### src/rtl/raisin64_mem_pkg.sv
// Shared definitions for the raisin64 memory controllers: width codes, FSM
// state encoding and request-owner type.
package raisin64_mem_pkg;

  localparam logic [1:0] WW_64 = 2'd0;
  localparam logic [1:0] WW_32 = 2'd1;
  localparam logic [1:0] WW_16 = 2'd2;
  localparam logic [1:0] WW_8  = 2'd3;

  typedef logic [1:0] state_t;
  localparam state_t IDLE   = 2'd0;
  localparam state_t ACCESS = 2'd1;
  localparam state_t DONE   = 2'd2;

  typedef enum logic {OWN_CPU, OWN_DBG} owner_t;

  function automatic logic [3:0] width_bytes(input logic [1:0] code);
    case (code)
      WW_64:   return 4'd8;
      WW_32:   return 4'd4;
      WW_16:   return 4'd2;
      default: return 4'd1;
    endcase
  endfunction

endpackage

### src/rtl/dmem_addr_check.sv
// Combinational alignment and range check for a byte address and width code.
module dmem_addr_check
  import raisin64_mem_pkg::*;
#(
  parameter int ADDR_W    = 64,
  parameter int NUM_BYTES = 256
) (
  input  logic [ADDR_W-1:0] addr,
  input  logic [1:0]        width,
  output logic              misaligned,
  output logic              out_of_range
);

  logic [ADDR_W-1:0] align_mask;

  // NOTE: every output of a combinational block is assigned on every path,
  // so no latch can be inferred.
  always_comb begin
    align_mask   = ADDR_W'(width_bytes(width)) - ADDR_W'(1);
    misaligned   = |(addr & align_mask);
    out_of_range = addr >= ADDR_W'(NUM_BYTES);
  end

endmodule

### src/rtl/dmem_arbiter.sv
// Data-memory access controller: arbitrates pipeline and debug requests onto a
// synchronous single-port RAM with configurable wait states and bus errors.
module dmem_arbiter
  import raisin64_mem_pkg::*;
#(
  parameter int ADDR_W      = 64,
  parameter int DATA_W      = 64,
  parameter int NUM_BYTES   = 256,
  parameter int WAIT_STATES = 0
) (
  input  logic              clk,
  input  logic              cpu_rst_n,
  input  logic [ADDR_W-1:0] cpu_addr,
  input  logic [DATA_W-1:0] cpu_wdata,
  input  logic [1:0]        cpu_write_width,
  input  logic              cpu_rstrobe,
  input  logic              cpu_wstrobe,
  output logic [DATA_W-1:0] cpu_rdata,
  output logic              cpu_cycle_complete,
  output logic              cpu_bus_error,
  input  logic              dbg_halt,
  input  logic [ADDR_W-1:0] dbg_addr,
  input  logic [DATA_W-1:0] dbg_wdata,
  input  logic              dbg_ce,
  input  logic              dbg_we,
  output logic [DATA_W-1:0] dbg_rdata,
  output logic              dbg_ready,
  output logic              ram_cs,
  output logic              ram_we,
  output logic [1:0]        ram_write_width,
  output logic [ADDR_W-1:0] ram_addr,
  output logic [DATA_W-1:0] ram_wdata,
  input  logic [DATA_W-1:0] ram_rdata
);

  localparam logic [3:0] LAST_WAIT = 4'(WAIT_STATES);

  state_t            state;
  owner_t            owner_q;
  logic [ADDR_W-1:0] addr_q;
  logic [DATA_W-1:0] wdata_q;
  logic [1:0]        width_q;
  logic              we_q;
  logic              err_q;
  logic [3:0]        wait_cnt;
  logic [DATA_W-1:0] cpu_rdata_q;
  logic [DATA_W-1:0] dbg_rdata_q;

  logic              req;
  logic [ADDR_W-1:0] sel_addr;
  logic [1:0]        sel_width;
  logic              misaligned;
  logic              out_of_range;
  logic [DATA_W-1:0] rdata_now;

  // While halted only the debug port may start an access; otherwise only the CPU.
  always_comb begin
    req       = dbg_halt ? dbg_ce : (cpu_rstrobe | cpu_wstrobe);
    sel_addr  = dbg_halt ? dbg_addr : cpu_addr;
    sel_width = dbg_halt ? WW_64 : cpu_write_width;
    rdata_now = err_q ? '0 : ram_rdata;
  end

  dmem_addr_check #(
    .ADDR_W    (ADDR_W),
    .NUM_BYTES (NUM_BYTES)
  ) u_addr_check (
    .addr         (sel_addr),
    .width        (sel_width),
    .misaligned   (misaligned),
    .out_of_range (out_of_range)
  );

  // NOTE: state registers use non-blocking assignments so every flop samples
  // the pre-edge values, independent of statement order.
  always_ff @(posedge clk or negedge cpu_rst_n) begin
    if (!cpu_rst_n) begin
      state       <= IDLE;
      owner_q     <= OWN_CPU;
      addr_q      <= '0;
      wdata_q     <= '0;
      width_q     <= '0;
      we_q        <= 1'b0;
      err_q       <= 1'b0;
      wait_cnt    <= '0;
      cpu_rdata_q <= '0;
      dbg_rdata_q <= '0;
    end else begin
      case (state)
        IDLE: if (req) begin
          addr_q   <= sel_addr;
          width_q  <= sel_width;
          owner_q  <= dbg_halt ? OWN_DBG : OWN_CPU;
          wdata_q  <= dbg_halt ? dbg_wdata : cpu_wdata;
          we_q     <= dbg_halt ? dbg_we : cpu_wstrobe;
          err_q    <= misaligned | out_of_range;
          wait_cnt <= '0;
          state    <= (misaligned | out_of_range) ? DONE : ACCESS;
        end
        ACCESS: begin
          if (wait_cnt == LAST_WAIT) state <= DONE;
          else wait_cnt <= wait_cnt + 4'd1;
        end
        DONE: begin
          // Keep the delivered data visible until the owner's next completion.
          if (owner_q == OWN_CPU) cpu_rdata_q <= rdata_now;
          else dbg_rdata_q <= rdata_now;
          state <= IDLE;
        end
        default: state <= IDLE;
      endcase
    end
  end

  assign ram_cs             = (state == ACCESS);
  assign ram_we             = ram_cs & we_q;
  assign ram_write_width    = ram_cs ? width_q : '0;
  assign ram_addr           = ram_cs ? addr_q : '0;
  assign ram_wdata          = ram_cs ? wdata_q : '0;

  assign cpu_cycle_complete = (state == DONE) && (owner_q == OWN_CPU);
  assign dbg_ready          = (state == DONE) && (owner_q == OWN_DBG);
  assign cpu_bus_error      = cpu_cycle_complete & err_q;
  assign cpu_rdata          = cpu_cycle_complete ? rdata_now : cpu_rdata_q;
  assign dbg_rdata          = dbg_ready ? rdata_now : dbg_rdata_q;

endmodule

### config.mk
export PLATFORM = sky130hd
export DESIGN_NAME = dmem_arbiter
export DESIGN_NICKNAME = d
export VERILOG_FILES = /design/src/rtl/raisin64_mem_pkg.sv /design/src/rtl/dmem_addr_check.sv /design/src/rtl/dmem_arbiter.sv
export SDC_FILE = /design/constraint.sdc
export NUM_CORES = 1
export LEC_CHECK = 0
export BUFFER_PORTS_ARGS = -buffer_cell sky130_fd_sc_hd__buf_2
export CELL_PAD_IN_SITES_DETAIL_PLACEMENT = 0
export CELL_PAD_IN_SITES_GLOBAL_PLACEMENT = 1
export CORE_AREA = 10 10 222 224
export CTS_BUF_LIST = sky130_fd_sc_hd__clkbuf_4
export DETAILED_ROUTE_END_ITERATION = 8
export DIE_AREA = 0 0 232 234
export PLACE_DENSITY = 0.7
export SLEW_MARGIN = 20
export SYNTH_ARGS = -nofsm -noshare
export SYNTH_HDL_FRONTEND = slang
export SYNTH_SLANG_ARGS = --single-unit
### constraint.sdc
create_clock -name clk -period 2.03 [get_ports clk]
set_input_delay 0.406 -clock clk [delete_from_list [all_inputs] [get_ports clk]]
set_output_delay 0.406 -clock clk [all_outputs]
set_load 0.005 [all_outputs]
# == Yosys cells after proc, flatten, opt, wreduce, memory -nomap -nowiden ==
# Index checks and enable logic that the tools add are counted.
# totals
input_bits,329
ramBits,0
output_inout_bits,263
memories,0
ff_bits,267
rom_bits,0
word_cells,58
latchBits,0
# classes
n_mux,20
eq_ne,7
add_sub_neg,2
n_reduce_logical,12
shift,0
bitwise,6
n_div,0
mul,0
n_lt_le_gt_ge,1
# ops
cell,n
$mux W64,7
$and A64 B64 Y64,1
$ge A64 B9 Y1 const B,1
$reduce_or A64 Y1,1
$pmux W4 S3,1
$mux W2,5
$mux W4,2
$pmux W4 S2,1
$reduce_and A2 Y1,4
$sub A4 B1 Y5 const B,1
$add A4 B1 Y4 const B,1
$eq A2 B1 Y1 const B,2
$eq A2 B2 Y1 const B,2
$logic_not A2 Y1,2
$logic_not A4 Y1,1
$ne A2 B2 Y1 const B,2
$pmux W2 S2,1
$mux W1,3
$reduce_and A3 Y1,1
$and A1 B1 Y1,2
$logic_and A1 B1 Y1,2
$ne A2 B1 Y1 const B,1
$or A1 B1 Y1,2
$reduce_bool A2 Y1,1
$not A1 Y1,1

# == Longest topological paths before layout ==
# logic_depth
ltp_word,10
depth_mapped,9
ltp_nobuf,6

# == Modules after synthesis ==
# From an unflattened synthesis, not the netlist that was laid out.
# unflattened
hier_cells,1130
area_unflattened_um2,12637.1
# by_module_without_submodules
mod,cells_each,seq_area_each_um2,instances,area_per_inst_um2
dmem_arbiter,1100,6681.4,1,12440.7
dmem_addr_check,30,0.0,1,196.4

# == Least setup slack after synthesis ==
# Ideal clock, no wire load.
# synth_path
path_kind,reg2out
from,register state[1]
to,output port ram_wdata[10]
n_path_buf,3
slack_ns,0.128
arrival_time_ns,1.496
required_time_ns,1.624
stages_incl_launch_ff,6
cell_sequence,dfrtp_1 > clkbuf_1 > nor2_1 > clkbuf_1 > clkbuf_1 > and2_1
# synth_between
elab_chain_len,2
# synth_rtl
item,line_no,source
start: declaration,dmem_arbiter.sv:38,state_t state;
start signal: assignment,dmem_arbiter.sv:98,state <= (misaligned | out_of_range) ? DONE : ACCESS;
$eq A2 B1 Y1,dmem_arbiter.sv:115,assign ram_cs = (state == ACCESS);
$mux W64,dmem_arbiter.sv:119,assign ram_wdata = ram_cs ? wdata_q : '0;
end: declaration,dmem_arbiter.sv:32,"output logic [DATA_W-1:0] ram_wdata,"
# No other way between the ends.

# == Final worst setup path ==
# layout_path
from,register state[1]
to,output port ram_wdata[15]
# Same word-level chain as after synthesis.

==> run summary <==
Status: finished with violations
Failing checks: setup timing
Gr usage total: 19.6%
Setup slack after layout: -0.503 ns
PwrDens: 615 nW/um2
Post-Synth XOR/XNOR Area: 0.143%
Area occupied by multi-input gates: 6480 um2
Cell Area, Synth: 12300 um2
Seq cells post-synth: 267
Post-DR vias/cell: 4.65
DP HPWL: 38800 um
Yosys warning count: 0
VDD IR-drop max: 0.349 mV
End point of the critical path: ram_wdata[15]
Worst-path cell chain: buf_6, nor2_4, buf_12, clkbuf_16, and2_1, buf_2
Setup_tns: -114.62 ns
GPL Wtd Cong: 0.881
Min Tclk post-route: 2.53 ns
Slew Viols, Final: 0
Register area: 6680 um2
Mux share of post-synthesis cell area: 10.6%
Crit Path Category: register to output port
CP Max Fanout: 16
Syn nets: 1627
Synth area leaders: dfrtp_1 (54%), mux2i_1 (11%), o21ai_0 (10%)
Die height: 234 um
Worst setup EP type: output port
Global-route wire length before repair: 83300 um
Starting density of the core: 27.4%
Critical Path RT: 1.62 ns
Clock tree root driver cell: clkbuf_4
Port-buffer cells: 591
Total clock sinks: 267
Post-synth top area cell: dfrtp_1
Core area: 44900 um2
Max frequency: 0.395 GHz
Clk buf depth: 3
GRT Residual Overflow: 0
Non-filler cells, final: 2993
Placement Setup Slack: -0.436 ns
I/O Pins: 592
Area Growth Syn to Fin: 94.6%
Startpoint Class: register
Static leakage power: 0.0120 uW
Critical path's slowest cell: dfrtp_2
Least-Margin Pin Slew: 0.686 ns
Drt pass-1 iters: 5
ANT nets after route: 0
Hold Vio Cnt, Final: 0
Hold Slack: 0.0996 ns
Worst R2R End: addr_q[22]$_DFFE_PN0P_
Family with the most delay on the worst path: buffers and inverters
Max-cap violations: 0
Vias in the first global route: 14700
Critical path depth: 6
DIE WIDTH: 232 um
Cell variety after synth: 32
Drt wl/cell: 20.3 um
Post-synth top area share: 54.4%
Syn avg cell area: 9.48 um2
Reg2Reg Launch Point: state[1]$_DFFE_PN0P_
Crit path DAT: 2.13 ns
Via count: 13900
Synth Area in Simple Gates: 19.5%
CP peak stage delay: 0.44 ns
Fillers: 3885
Worst r2r path cells: 7
RSZ-0062 raised after global routing: true
CTS tree: built
H-tree depth: 3
Worst Hold Class: input pin to register
Worst Path Buf+Inv: 4
Clock latency on the worst-skew pair: 0.71 ns
Cts bufs inserted: 79
Largest family of logic cells by synthesized area: simple AND/OR/NAND/NOR gates
Rows: 78
Worst Skew: 0.0519 ns
DR iter-0 viols: 633
Sequential area share after synthesis: 54.4%
Post-Synth Adder-Cell Area: 0.204%
Worst relative slew slack: 53.7%
Count of final setup violators: 265
R2r setup slk: 0.08 ns
Fraction of layout cells with a size suffix above 1: 47.9%
Initial antenna violation count: 6
Routed wire length: 60800 um
DRC Markers: 0
Nets: 2669
Synth Area in Compound Gates: 11.3%
CP startpoint: state[1]$_DFFE_PN0P_
Final period utilization: 125%
Largest net degree at the start of global routing: 75
Mapped Cells: 1296
Reg clk slew, reported paths: 0.07 ns
Die ar.: 54300 um2
Placed Cells: 2465
per-layer routing:
| layer | wire [um] | track usage [%] | vias to the layer above |
|---|---|---|---|
| met5 | 0 | 0 | - |
| met4 | 1950 | 7.47 | 0 |
| met3 | 5050 | 6.93 | 118 |
| met2 | 30700 | 33.9 | 603 |
| met1 | 23100 | 21.8 | 6668 |
| li1 | - | - | 6514 |
cell usage after synthesis, drive strengths merged:
master / instances
o41ai: 1
inv: 7
or3: 2
dfrtp: 267
xor2: 2
clkbuf: 58
mux2i: 129
nor3b: 1
nand2: 327
and2: 132
nand2b: 1
buf: 36
mux2: 1
a21oi: 4
o2111ai: 1
nor4b: 1
a22oi: 1
or4: 1
o32ai: 1
nor2: 11
nand3: 3
o21ai: 266
a22o: 1
nor4: 22
nand3b: 2
nor3: 10
ha: 2
nand4: 6
where the power goes:
group          internal (uW)  switching (uW)  total (uW)
clock                   2760            2400        5170
sequential              5920             333        6250
combinational           1690            1600        3280
layout by cell type, fill, tap and decap left out, drive strengths merged, types with 3 or more instances in the layout:
cell type and instances:
nand3 3, a21oi 4, nor4 22, and2 132, dlygate4sd3 312, inv 8, nand4 6, nor2 11
clkbuf 129, clkinv 17, diode 3, buf 725, o21ai 266, dfrtp 267, nand2 327, nor3 10
mux2i 129
stage by stage:
stage,utilization (%),instance area (um2),power [uW]
floorplan,-,12300,7200
global placement,36.5,16400,8190
detailed placement,36.5,16400,8270
CTS,48.1,21600,14400
global route,53.3,23900,15500
finish,53.3,23900,14700
cells by family after synthesis:
logic type,Yosys count
adder cells (fa/ha/maj),2
XOR/XNOR,2
multiplexers,130
AO/OA/AOI/OAI,275
buffers and inverters,101
flip-flops,267
AND/OR/NAND/NOR,519
worst reg2reg max path, cell delays in order, from the launching register on:
cell	delay (ns)
dfrtp_2	0.44
buf_6	0.14
buf_4	0.12
buf_4	0.15
or3_4	0.42
buf_12	0.17
buf_4	0.20
o21ai_0	0.21
final cells by class:
| cell class | count | area share (%) |
|---|---|---|
| Antenna cell | 3 | 0.0314 |
| Clock buffer | 111 | 3.48 |
| Clock inverter | 22 | 0.623 |
| Inverter | 7 | 0.141 |
| Multi-Input combinational cell | 928 | 27.1 |
| Sequential cell | 267 | 27.9 |
| Tap cell | 600 | 3.14 |
| Timing Repair Buffer | 1055 | 37.5 |
registers in the layout (all words and copies together), names as in the netlist, 2 cells and up:
signal and count:
addr_q 64, cpu_rdata_q 64, dbg_rdata_q 64, state 2, wait_cnt 4, wdata_q 64, width_q 2
worst min path at each step:
stage                 from                           to  slack [ns]  cells past startpoint
3_5_place_dp     cpu_rst_n  cpu_rdata_q[19]$_DFFE_PN0P_        0.36                      1
2_1_floorplan    cpu_rst_n        addr_q[0]$_DFFE_PN0P_        0.11                      0
3_3_place_gp     cpu_rst_n  cpu_rdata_q[19]$_DFFE_PN0P_        0.36                      1
5_1_grt        dbg_addr[8]        addr_q[8]$_DFFE_PN0P_        0.02                      3
4_1_cts        cpu_addr[0]        addr_q[0]$_DFFE_PN0P_      0.0007                      3
6_report       cpu_addr[0]        addr_q[0]$_DFFE_PN0P_         0.1                      3
what timing repair did:
item / in CTS / in global routing
resized for setup: 262 / 408
hold endpoints to repair: 475 / 0
hold buffers: 312 / 0
endpoints found under the setup margin: 263 / 265
buffers inserted: 16 / 35
pin swaps: 23 / 90
cloned: 11 / 24
(Power assumes the default switching activity.)
